**src/rtl/alu_pkg.sv**
```systemverilog
// Shared types for the ALU scheduler: ALU control codes, their legality check,
// and the scheduler FSM states.
package alu_pkg;

  localparam int ALU_CTRL_W = 4;

  typedef enum logic [ALU_CTRL_W-1:0] {
    ALU_ADD  = 4'b0000,
    ALU_SUB  = 4'b1000,
    ALU_XOR  = 4'b0100,
    ALU_OR   = 4'b0110,
    ALU_AND  = 4'b0111,
    ALU_SLL  = 4'b0001,
    ALU_SRL  = 4'b0101,
    ALU_SRA  = 4'b1101,
    ALU_SLT  = 4'b0010,
    ALU_SLTU = 4'b0011
  } alu_op_e;

  typedef enum logic [1:0] {
    IDLE = 2'd0,
    EXEC = 2'd1,
    RESP = 2'd2
  } sched_state_e;

  function automatic logic alu_op_legal(logic [ALU_CTRL_W-1:0] ctrl);
    case (ctrl)
      ALU_ADD, ALU_SUB, ALU_XOR, ALU_OR, ALU_AND,
      ALU_SLL, ALU_SRL, ALU_SRA, ALU_SLT, ALU_SLTU: alu_op_legal = 1'b1;
      default:                                      alu_op_legal = 1'b0;
    endcase
  endfunction

endpackage

```
**src/rtl/alu_scheduler_if.sv**
```systemverilog
// Requester-side request/response bundle of the ALU scheduler; fields are
// flattened per requester (requester i at [i*W +: W]).
interface alu_scheduler_if #(
  parameter int NUM_REQ = 2,
  parameter int XLEN    = 32,
  parameter int CTRL_W  = 4
) ();

  logic [NUM_REQ-1:0]        req_valid;
  logic [NUM_REQ-1:0]        req_ready;
  logic [NUM_REQ*CTRL_W-1:0] req_ctrl;
  logic [NUM_REQ*XLEN-1:0]   req_op1;
  logic [NUM_REQ*XLEN-1:0]   req_op2;
  logic [NUM_REQ-1:0]        rsp_valid;
  logic [NUM_REQ-1:0]        rsp_ready;
  logic [XLEN-1:0]           rsp_data;
  logic                      rsp_err;

  modport master (
    output req_valid, req_ctrl, req_op1, req_op2, rsp_ready,
    input  req_ready, rsp_valid, rsp_data, rsp_err
  );

  modport slave (
    input  req_valid, req_ctrl, req_op1, req_op2, rsp_ready,
    output req_ready, rsp_valid, rsp_data, rsp_err
  );

endinterface

```
**src/rtl/alu_scheduler_rr_arbiter.sv**
```systemverilog
// Combinational round-robin picker: first asserted request at or above ptr,
// wrapping, as both a one-hot grant and an index.
module rr_arbiter #(
  parameter int  NUM_REQ = 2,
  localparam int IDX_W   = $clog2(NUM_REQ)
) (
  input  logic [NUM_REQ-1:0] req,
  input  logic [IDX_W-1:0]   ptr,
  output logic [NUM_REQ-1:0] grant,
  output logic [IDX_W-1:0]   idx,
  output logic               any
);

  logic [IDX_W:0]   sum;
  logic [IDX_W-1:0] cand;

  always_comb begin
    grant = '0;
    idx   = '0;
    any   = 1'b0;
    sum   = '0;
    cand  = '0;
    for (int k = 0; k < NUM_REQ; k++) begin
      // ptr + k folded back into [0, NUM_REQ) without a divider
      sum = {1'b0, ptr} + (IDX_W+1)'(k);
      if (sum >= (IDX_W+1)'(NUM_REQ)) sum = sum - (IDX_W+1)'(NUM_REQ);
      cand = sum[IDX_W-1:0];
      if (!any && req[cand]) begin
        any         = 1'b1;
        grant[cand] = 1'b1;
        idx         = cand;
      end
    end
  end

endmodule

```
**src/rtl/alu_scheduler.sv**
```systemverilog
// Time-shares one combinational ALU among NUM_REQ requesters: round-robin
// grant, one op in flight, registered ALU operands and registered result.
module alu_scheduler
  import alu_pkg::*;
#(
  parameter int NUM_REQ = 2,
  parameter int XLEN    = 32,
  parameter int CTRL_W  = ALU_CTRL_W
) (
  input  logic               clk,
  input  logic               rst_n,
  alu_scheduler_if.slave     bus,
  output logic [CTRL_W-1:0]  alu_ctrl,
  output logic [XLEN-1:0]    alu_op1,
  output logic [XLEN-1:0]    alu_op2,
  input  logic [XLEN-1:0]    alu_result,
  output logic [31:0]        op_count
);

  localparam int IDX_W = $clog2(NUM_REQ);

  sched_state_e       state;
  logic [IDX_W-1:0]   rr_ptr;
  logic [IDX_W-1:0]   owner;
  logic [XLEN-1:0]    data_q;
  logic               err_q;

  logic [NUM_REQ-1:0] grant;
  logic [IDX_W-1:0]   grant_idx;
  logic               grant_any;
  logic               accept;
  logic               rsp_done;

  logic [CTRL_W-1:0]  sel_ctrl;
  logic [XLEN-1:0]    sel_op1;
  logic [XLEN-1:0]    sel_op2;
  logic               sel_legal;

  rr_arbiter #(.NUM_REQ(NUM_REQ)) u_arb (
    .req   (bus.req_valid),
    .ptr   (rr_ptr),
    .grant (grant),
    .idx   (grant_idx),
    .any   (grant_any)
  );

  // one-hot grant drives the operand mux so no index arithmetic is needed
  always_comb begin
    sel_ctrl = '0;
    sel_op1  = '0;
    sel_op2  = '0;
    for (int i = 0; i < NUM_REQ; i++) begin
      if (grant[i]) begin
        sel_ctrl = bus.req_ctrl[i*CTRL_W +: CTRL_W];
        sel_op1  = bus.req_op1[i*XLEN +: XLEN];
        sel_op2  = bus.req_op2[i*XLEN +: XLEN];
      end
    end
  end

  assign sel_legal     = alu_op_legal(ALU_CTRL_W'(sel_ctrl));
  assign accept        = (state == IDLE) && grant_any;
  assign rsp_done      = (state == RESP) && bus.rsp_ready[owner];
  assign bus.req_ready = (state == IDLE) ? grant : '0;
  assign bus.rsp_data  = data_q;
  assign bus.rsp_err   = err_q;

  always_comb begin
    bus.rsp_valid = '0;
    if (state == RESP) bus.rsp_valid[owner] = 1'b1;
  end

  always_ff @(posedge clk or negedge rst_n) begin
    if (!rst_n) begin
      state    <= IDLE;
      rr_ptr   <= '0;
      owner    <= '0;
      data_q   <= '0;
      err_q    <= 1'b0;
      alu_ctrl <= '0;
      alu_op1  <= '0;
      alu_op2  <= '0;
      op_count <= '0;
    end else begin
      case (state)
        IDLE: begin
          if (accept) begin
            owner  <= grant_idx;
            rr_ptr <= (grant_idx == IDX_W'(NUM_REQ-1)) ? '0 : grant_idx + 1'b1;
            if (sel_legal) begin
              alu_ctrl <= sel_ctrl;
              alu_op1  <= sel_op1;
              alu_op2  <= sel_op2;
              state    <= EXEC;
            end else begin
              // illegal code: answer immediately, leave ALU inputs untouched
              data_q <= '0;
              err_q  <= 1'b1;
              state  <= RESP;
            end
          end
        end
        EXEC: begin
          data_q <= alu_result;
          err_q  <= 1'b0;
          state  <= RESP;
        end
        RESP: begin
          if (rsp_done) begin
            op_count <= op_count + 32'd1;
            state    <= IDLE;
          end
        end
        default: state <= IDLE;
      endcase
    end
  end

endmodule
```
**src/flat_wrapper.sv**
```systemverilog
// flat-port wrapper written by rule: the top's interface ports become plain ports
module alu_scheduler_flat import alu_pkg::*;
#(
  parameter int NUM_REQ = 2,
  parameter int XLEN    = 32,
  parameter int CTRL_W  = ALU_CTRL_W
)
  (clk, rst_n, alu_ctrl, alu_op1, alu_op2, alu_result, op_count, bus_req_valid, bus_req_ctrl, bus_req_op1, bus_req_op2, bus_rsp_ready, bus_req_ready, bus_rsp_valid, bus_rsp_data, bus_rsp_err);
  alu_scheduler_if #(.NUM_REQ(NUM_REQ), .XLEN(XLEN), .CTRL_W(CTRL_W)) bus_i ();
  input  logic clk;
  input  logic rst_n;
  output logic [CTRL_W-1:0] alu_ctrl;
  output logic [XLEN-1:0] alu_op1;
  output logic [XLEN-1:0] alu_op2;
  input  logic [XLEN-1:0] alu_result;
  output logic [31:0] op_count;
  input wire logic [$bits(bus_i.req_valid)-1:0] bus_req_valid;
  input wire logic [$bits(bus_i.req_ctrl)-1:0] bus_req_ctrl;
  input wire logic [$bits(bus_i.req_op1)-1:0] bus_req_op1;
  input wire logic [$bits(bus_i.req_op2)-1:0] bus_req_op2;
  input wire logic [$bits(bus_i.rsp_ready)-1:0] bus_rsp_ready;
  output wire logic [$bits(bus_i.req_ready)-1:0] bus_req_ready;
  output wire logic [$bits(bus_i.rsp_valid)-1:0] bus_rsp_valid;
  output wire logic [$bits(bus_i.rsp_data)-1:0] bus_rsp_data;
  output wire logic [$bits(bus_i.rsp_err)-1:0] bus_rsp_err;
  assign bus_i.req_valid = bus_req_valid;
  assign bus_i.req_ctrl = bus_req_ctrl;
  assign bus_i.req_op1 = bus_req_op1;
  assign bus_i.req_op2 = bus_req_op2;
  assign bus_i.rsp_ready = bus_rsp_ready;
  assign bus_req_ready = bus_i.req_ready;
  assign bus_rsp_valid = bus_i.rsp_valid;
  assign bus_rsp_data = bus_i.rsp_data;
  assign bus_rsp_err = bus_i.rsp_err;
  alu_scheduler #(.NUM_REQ(NUM_REQ), .XLEN(XLEN), .CTRL_W(CTRL_W)) u_core (.clk(clk), .rst_n(rst_n), .bus(bus_i), .alu_ctrl(alu_ctrl), .alu_op1(alu_op1), .alu_op2(alu_op2), .alu_result(alu_result), .op_count(op_count));
endmodule
```
**config.mk**
```make
export PLATFORM = sky130hd
export DESIGN_NAME = alu_scheduler_flat
export DESIGN_NICKNAME = d
export VERILOG_FILES = /design/src/rtl/alu_pkg.sv /design/src/rtl/alu_scheduler_if.sv /design/src/rtl/alu_scheduler_rr_arbiter.sv /design/src/rtl/alu_scheduler.sv /design/src/flat_wrapper.sv
export SDC_FILE = /design/constraint.sdc
export NUM_CORES = 1
export LEC_CHECK = 0
export ABC_AREA = 1
export CAP_MARGIN = 5
export CORE_AREA = 4 4 110 164
export DETAILED_ROUTE_END_ITERATION = 12
export DIE_AREA = 0 0 114 168
export PLACE_DENSITY = 0.77
export RECOVER_POWER = 25
export SYNTH_ARGS = -nofsm -noshare
export SYNTH_HDL_FRONTEND = slang
export SYNTH_SLANG_ARGS = --single-unit
```
**constraint.sdc**
```tcl
create_clock -name clk -period 1.8 [get_ports clk]
set_input_delay 0.18 -clock clk [delete_from_list [all_inputs] [get_ports clk]]
set_output_delay 0.18 -clock clk [all_outputs]
set_load 0.05 [all_outputs]
```
==> metrics.md, run 1 <==
| Metric | Value |
|---|---|
| Mean Syn Cell Area | `between 7 and 8 sq um` |
| Slew Limit Fails | `0` |
| Post-synthesis sequential area ratio | `0.491` |
| # rows | `58` |
| RSZ-0062 raised after global routing | `true` |
| Die W | `around 110 microns` |
| Netlist Area Pre-Place | `between 6000 and 7000 sq um` |
| Initial Utilization | `0.418` |
| WS Path Type | `register to output pin` |
| Final #Nets | `roughly 1,400` |
| Antenna Cells | `0` |
| Clk sinks | `roughly 140` |
| Slowest CP cell | `clkdlybuf4s50_1` |
| DRC | `0` |
| Detailed Route Iter0 Violations | `540` |
| Yosys reg bits | `approximately 140` |
| Clock root buffer | `clkbuf_16` |
| Post-synthesis instance total | `943` |
| Endpoints failing setup | `0` |
| Slew HR | `0.203` |
| Pwr Density | `around 1500 nW/um^2` |
| Filler cells | `roughly 1,400` |
| CORE AREA | `approximately 17,000 sq um` |
| CP arrival | `approximately 1.6 ns` |
| DRT Wirelength | `23,800 microns` |
| Vias | `around 7,500` |
| TNS Setup | `0 ns` |
| Total number of yosys warnings | `0` |
| Placer Congestion | `between 0.8 and 0.9` |
| Maximum buffer depth of the clock tree | `2` |
| Yosys top cell area share | `0.491` |
| Slowest stage delay, CP | `approximately 0.84 ns` |
| Static leakage | `between 6 and 7 nW` |
| DIE AREA | `between 15,000 and 20,000 sq um` |
| Design area | `~11,000 sq um` |
| Worst setup SP type | `register` |
| GRT Total Usage | `0.242` |
| Crit share post-route | `0.983` |
| P&R area growth vs syn | `60.8%` |
| Layout cells sized above 1 | `0.109` |
| Critical-path cell list | `clkdlybuf4s50_1` |
| Setup crit end kind | `output pin` |
| Synth cell types | `24` |
| Worst Hold Class | `input pin to register` |
| Grt ovf | `0` |
| Worst slew pin tran | `1.20 ns` |
| FMAX | `approximately 570 MHz` |
| Placed Instances | `between 1,000 and 1,500` |
| First-pass GRT wire length | `between 30,000 and 40,000 microns` |
| Drt wl/cell | `16.1 microns` |
| Syn_nets | `1,118` |
| Port Buf Inserts | `between 300 and 400` |
| Area contributors post-synth | `dfrtp_1, nand2_1, nand4_1, nand3_1, nor2_1` |
| Largest net degree at the start of global routing | `72` |
| Crit path buffers/inverters | `1` |
| Reg2Reg Setup Slack | `0.10 ns` |
| Min Tclk post-route | `between 1.5 and 2 ns` |
| Die Span Y | `~170 microns` |
| Io pins | `between 300 and 400` |
| Worst VDD drop | `between 0.8 and 0.9 mV` |
| Dominant cell type by area after synthesis | `dfrtp_1` |
| Cell family with most CP delay | `buffers and inverters` |
| Vias in the first global route | `around 7,400` |
| CTS tree | `done` |
| Critical path peak fanout | `2` |
| Status | `complete, no violations` |
| Worst-path clk slew | `approximately 0.060 ns` |
| TritonRoute pass-1 iters | `4` |
| ANT nets after route | `0` |
| Via/cell ratio | `5.06` |
| Dpl hpwl | `17,400 microns` |
| Final Hold Vio Count | `0` |
| Req. time, crit path | `between 1.5 and 2 ns` |
| H-tree levels | `4` |
| Max Clock Skew | `around 0.0095 ns` |
| Placed cell area | `approximately 10,000 sq um` |
| Max Cap Violations | `0` |
| Num CTS Buffers | `17` |
| Post-Layout Cell Count | `between 1,000 and 1,500` |
| Later-pin clock latency in the skew report | `between 0.4 and 0.5 ns` |
| Initial antenna violation count | `0` |
## flip-flops by register name, indices dropped and copies added, names as in the netlist
name                 cells
u_core.bus.rsp_data     32
u_core.alu_ctrl          4
u_core.alu_op2          32
u_core.state             2
u_core.rr_ptr            1
u_core.owner             1
u_core.alu_op1          32
u_core.bus.rsp_err       1
u_core.op_count         32
## metal layers
metal / vias up / wire [microns] / track usage
li1: 3671 / - / -
met1: 3474 / 8650 / 0.261
met2: 285 / 12300 / 0.422
met3: 71 / 1680 / 0.0687
met4: 0 / 1200 / 0.134
met5: - / 0 / 0
## path summary, 6_finish.rpt
kind,depth (start not counted),start,end
setup / recovery,1,u_core.bus.rsp_data[4],bus_rsp_data[4]
hold / removal,3,alu_result[6],u_core.bus.rsp_data[6]
setup reg to reg,5,u_core.op_count[17],u_core.op_count[30]
hold reg to reg,2,u_core.alu_op2[6],u_core.alu_op2[6]
max in group asynchronous,3,rst_n,u_core.op_count[0]
min in group asynchronous,2,rst_n,u_core.alu_op1[11]
## power breakdown
part | switching [mW] | internal (mW) | leakage, nW
sequential | 0.582 | 4.01 | 1.78
clock | 1.33 | 2.07 | 0.272
combinational | 6.30 | 2.91 | 4.35
total | 8.21 | 8.99 | 6.41
## kinds of logic after synthesis
| group | count (synthesis) | synth area share |
|---|---|---|
| flops | 137 | 0.491 |
| compound gates | 6 | 0.00520 |
| simple gates | 681 | 0.414 |
| fa+ha+maj | 1 | 0.00179 |
| buf+inv | 89 | 0.0516 |
| xor+xnor | 29 | 0.0364 |
## stage by stage
stage	setup WS (ns)	utilization	hold slack (ns)	power [mW]
2_1_floorplan	0.0202	-	-0.116	10.2
3_3_place_gp	-0.119	0.625	0.137	13.6
3_5_place_dp	-0.194	0.625	0.138	13.8
4_1_cts	0.0000668	0.660	0.271	17.2
5_1_grt	-0.0154	0.672	0.297	18.1
6_report	0.0310	0.672	0.304	17.2
## cell usage in the layout (no fill, tap or decap), drive strengths merged
master | synthesis | layout
o21ai | 3 | 3
dlymetal6s2s | 0 | 54
nor2 | 39 | 39
nor3 | 13 | 13
xor2 | 15 | 15
xnor2 | 14 | 14
nand4 | 77 | 77
clkdlybuf4s50 | 0 | 186
nand3 | 83 | 83
clkinvlp | 0 | 3
nor2b | 1 | 1
ha | 1 | 1
bufinv | 0 | 2
clkbuf | 35 | 22
nand2 | 467 | 467
a21oi | 2 | 2
inv | 32 | 33
dfrtp | 137 | 137
dlygate4sd3 | 0 | 1
nand3b | 1 | 1
buf | 22 | 89
o21bai | 1 | 1
dlygate4sd2 | 0 | 23
clkinv | 0 | 5
## cell type report
type,count,area [sq um],share of cell area
clock buffers,20,447,0.0398
clock inverters,11,124,0.0110
inverters,32,120,0.0107
multi-input cells,717,3240,0.289
flip-flops and latches,137,3430,0.306
well taps,210,263,0.0234
repair buffers,355,3590,0.320
## cells in the mapped netlist
library cell  count
nand2_1         466
dfrtp_1         137
nand3_1          81
nand4_1          77
nor2_1           39
clkbuf_1         35
inv_1            29
xor2_1           15
xnor2_1          14
nor3_1           13
buf_2            12
buf_1             8
inv_2             3
o21ai_0           3
nand3_2           2
a21oi_1           1
a21oi_2           1
buf_4             1
buf_6             1
ha_1              1
nand2_2           1
nand3b_1          1
nor2b_1           1
o21bai_1          1
## tightest hold or removal path: stages
cell	delay (ns)
clkdlybuf4s50_1	0.40
nand2_1	0.06
nand2_1	0.04
## repair_timing
item                                   CTS  global route
pin swaps                                1             2
setup endpoints to repair               89           157
endpoints found under the hold margin   44             0
setup buffers                            1             2
gates resized for setup                 31            63
gates cloned                             0             1
hold buffers                             1             0
Note: power is estimated with default switching activity, not from simulation.
==> run 2, diff against run 1 <==
--- a/config.mk
+++ b/config.mk
@@ -6,6 +6,7 @@
 export NUM_CORES = 1
 export LEC_CHECK = 0
 export ABC_AREA = 1
+export ABC_CLOCK_PERIOD_IN_PS = 1800
 export CAP_MARGIN = 5
 export CORE_AREA = 4 4 110 164
 export DETAILED_ROUTE_END_ITERATION = 12
==> results of run 2 <==
No change in the layout: final DEF, timing and power equal those of run 1.
==> run 3, diff against run 2 <==
--- a/config.mk
+++ b/config.mk
@@ -11,7 +11,7 @@
 export CORE_AREA = 4 4 110 164
 export DETAILED_ROUTE_END_ITERATION = 12
 export DIE_AREA = 0 0 114 168
-export PLACE_DENSITY = 0.77
+export PLACE_DENSITY_LB_ADDON = 0.1
 export RECOVER_POWER = 25
 export SYNTH_ARGS = -nofsm -noshare
 export SYNTH_HDL_FRONTEND = slang
==> run 3 against run 2 <==
Worst hold slack got worse by 0.064 ns. Maximum frequency barely moved. Combinational power rose by 0.7%. Non-clock buffer count fell by 1. Wire length rose by 3.9%. Register-to-register slack improved by 0.05 ns. Design area rose by 0.83%. Via count fell by 1.5%. Flip-flop and latch count did not move. Sequential share of layout area fell by 0.25 points. Worst setup slack barely moved. Sequential power barely moved. Critical path type unchanged.
==> metrics.md, run 3 (synthesized netlist as in run 1, its figures left out) <==
| Metric | Value |
|---|---|
| Status | `complete, no violations (unchanged)` |
| CTS tree | `done (unchanged)` |
| Cell family with most CP delay | `buffers and inverters (unchanged)` |
| Placed cell area | `10,500 sq um (was 10,400 sq um)` |
| Worst Hold Class | `input pin to register (unchanged)` |
| Initial Utilization | `0.418 (unchanged)` |
| ANT nets after route | `0 (unchanged)` |
| Initial antenna violation count | `1 (was 0)` |
| Grt ovf | `0 (unchanged)` |
| Worst VDD drop | `0.859 mV (was 0.891 mV)` |
| Slew Limit Fails | `0 (unchanged)` |
| GRT Total Usage | `0.252 (was 0.242)` |
| Max Clock Skew | `0.00879 ns (was 0.00954 ns)` |
| Gate power share | `0.529 (was 0.535)` |
| FMAX | `565 MHz (about the same)` |
| P_sw | `8.29 mW (was 8.21 mW)` |
| Max Cap Violations | `0 (unchanged)` |
| Setup slack at placement | `-0.152 ns (was -0.194 ns)` |
| Slew HR | `0.390 (was 0.203)` |
| Later-pin clock latency in the skew report | `0.41 ns (about the same)` |
| Worst Setup SP | `u_core.alu_op2[23] (was u_core.bus.rsp_data[4])` |
| # rows | `58 (unchanged)` |
| Final Hold Vio Count | `0 (unchanged)` |
| P_int | `9.23 mW (was 8.99 mW)` |
| Clk sinks | `137 (unchanged)` |
| RSZ-0062 raised after global routing | `true (unchanged)` |
| Crit share post-route | `0.983 (about the same)` |
| DIE AREA | `19,200 sq um (unchanged)` |
| Die W | `114 microns (unchanged)` |
| Drt wl/cell | `16.7 microns (was 16.1 microns)` |
| Critical-path cell list | `clkdlybuf4s50_1 (unchanged)` |
| Via/cell ratio | `4.98 (was 5.06)` |
| Num CTS Buffers | `17 (unchanged)` |
| CORE AREA | `16,700 sq um (unchanged)` |
| P&R area growth vs syn | `62.1% (was 60.8%)` |
| Port Buf Inserts | `310 (unchanged)` |
| Reg2Reg Launch Point | `u_core.op_count[1] (was u_core.op_count[17])` |
| Layout cells sized above 1 | `0.103 (was 0.109)` |
| Min Tclk post-route | `1.77 ns (about the same)` |
| Filler cells | `1,443 (was 1,422)` |
| Slowest stage delay, CP | `0.83 ns (was 0.84 ns)` |
| Setup crit end kind | `output pin (unchanged)` |
| Critical path peak fanout | `2 (unchanged)` |
| Sw Ratio | `0.473 (was 0.477)` |
| Min-delay src | `bus_req_valid[0] (was alu_result[6])` |
| Dpl hpwl | `17,900 microns (was 17,400 microns)` |
| Slowest CP cell | `clkdlybuf4s50_1 (unchanged)` |
| DRT Wirelength | `24,700 microns (was 23,800 microns)` |
| Clock Power Share | `0.210 (was 0.197)` |
| Final core occ | `0.678 (was 0.672)` |
| Setup WS post-layout | `0.0311 ns (was 0.0310 ns)` |
| DRC | `0 (unchanged)` |
| Worst slew pin tran | `0.915 ns (was 1.20 ns)` |
| First-pass GRT wire length | `38,100 microns (was 37,000 microns)` |
| Most common cell after layout, fill and taps aside | `nand2_1 (unchanged)` |
| Vias | `7,385 (was 7,501)` |
| Crit path buffers/inverters | `1 (unchanged)` |
| TritonRoute pass-1 iters | `4 (unchanged)` |
| Worst-path clk slew | `0.06 ns (about the same)` |
| Maximum buffer depth of the clock tree | `2 (unchanged)` |
| Design area | `11,300 sq um (was 11,200 sq um)` |
| Placer Congestion | `0.932 (was 0.846)` |
| Static leakage | `6.36 nW (was 6.41 nW)` |
| Req. time, crit path | `1.62 ns (about the same)` |
| Clock root buffer | `clkbuf_16 (unchanged)` |
| Pwr Density | `1550 nW/um^2 (was 1530 nW/um^2)` |
| Vias in the first global route | `7,401 (was 7,399)` |
| CP arrival | `1.59 ns (about the same)` |
| Share of power burned in registers | `0.260 (was 0.267)` |
| H-tree levels | `4 (unchanged)` |
| Commonest non-fill, non-tap cells in the layout | `nand2_1, clkdlybuf4s50_1, dfrtp_1, nand3_1, nand4_1 (unchanged)` |
| Endpoints failing setup | `0 (unchanged)` |
| Largest net degree at the start of global routing | `64 (was 72)` |
| Io pins | `311 (unchanged)` |
| WS Path Type | `register to output pin (unchanged)` |
| Detailed Route Iter0 Violations | `376 (was 540)` |
| Final #Nets | `1,434 (was 1,435)` |
| Die Span Y | `168 microns (unchanged)` |
| Worst setup SP type | `register (unchanged)` |
-- run 3: cell types whose count changed in the layout (fill, tap and decap cells not counted), moves of 2 or more --
cell / previous run / this run
buf_12: 10 / 12
nor3_1: 11 / 13
dlymetal6s2s_1: 54 / 48
bufbuf_16: 0 / 2
inv_6: 1 / 4
clkinv_2: 3 / 1
clkinvlp_4: 3 / 0
buf_4: 74 / 63
nor3_2: 2 / 0
clkinv_4: 2 / 5
clkdlybuf4s50_1: 186 / 202
-- run 3: worst paths after layout --
check / cells past startpoint / slack (ns) / end
worst min-delay path: 5 / 0.24 / u_core.alu_op2[12]
worst max-delay path: 1 / 0.03 / alu_op2[23]
max in group asynchronous: 3 / 0.35 / u_core.bus.rsp_data[10]
worst min register to register: 2 / 0.47 / u_core.alu_op1[25]
min in group asynchronous: 2 / 0.46 / u_core.alu_op1[3]
worst max register to register: 9 / 0.15 / u_core.op_count[14]
-- run 3: power groups by stage --
stage               combinational (mW)  clock [mW]  sequential, mW
floorplan                         2.72           0            7.51
global placement                  9.19           0            4.59
detailed placement                9.29           0            4.60
CTS                               9.36        3.76            4.57
global route                      9.85        3.89            4.69
finish                            9.27        3.68            4.56
-- run 3: per-layer routing --
layer	GRT usage	up-vias	routed length [microns]
met3	0.0629	58	1680
met2	0.463	265	13300
met4	0.113	0	993
met5	0	-	0
met1	0.267	3388	8780
li1	-	3674	-
-- run 3: final cells by class --
| type | instances | area, sq um | share of cell area |
|---|---|---|---|
| multi-input cells | 717 | 3230 | 0.286 |
| flip-flops and latches | 137 | 3430 | 0.303 |
| diodes | 1 | 2.50 | 0.000221 |
| clock inverters | 14 | 185 | 0.0164 |
| inverters | 32 | 123 | 0.0108 |
| well taps | 210 | 263 | 0.0232 |
| clock buffers | 18 | 439 | 0.0388 |
| repair buffers | 354 | 3640 | 0.322 |
-- run 3: timing repair --
item	CTS	global route
setup endpoints to repair	24	55
cloned	2	0
pin swaps	0	1
hold buffers	1	0
resized for setup	30	55
hold endpoints to repair	137	0
setup buffers	0	0
-- run 3: metrics by stage --
step                cells  hold slack [ns]  total power [mW]  TNS, ns
floorplan             943           -0.116              10.2        0
global placement     1447           0.0220              13.8    -5.92
detailed placement   1447           0.0185              13.9   -12.10
CTS                  1482            0.179              17.7        0
global route         1483            0.279              18.4  -0.0286
finish               1483            0.241              17.5        0
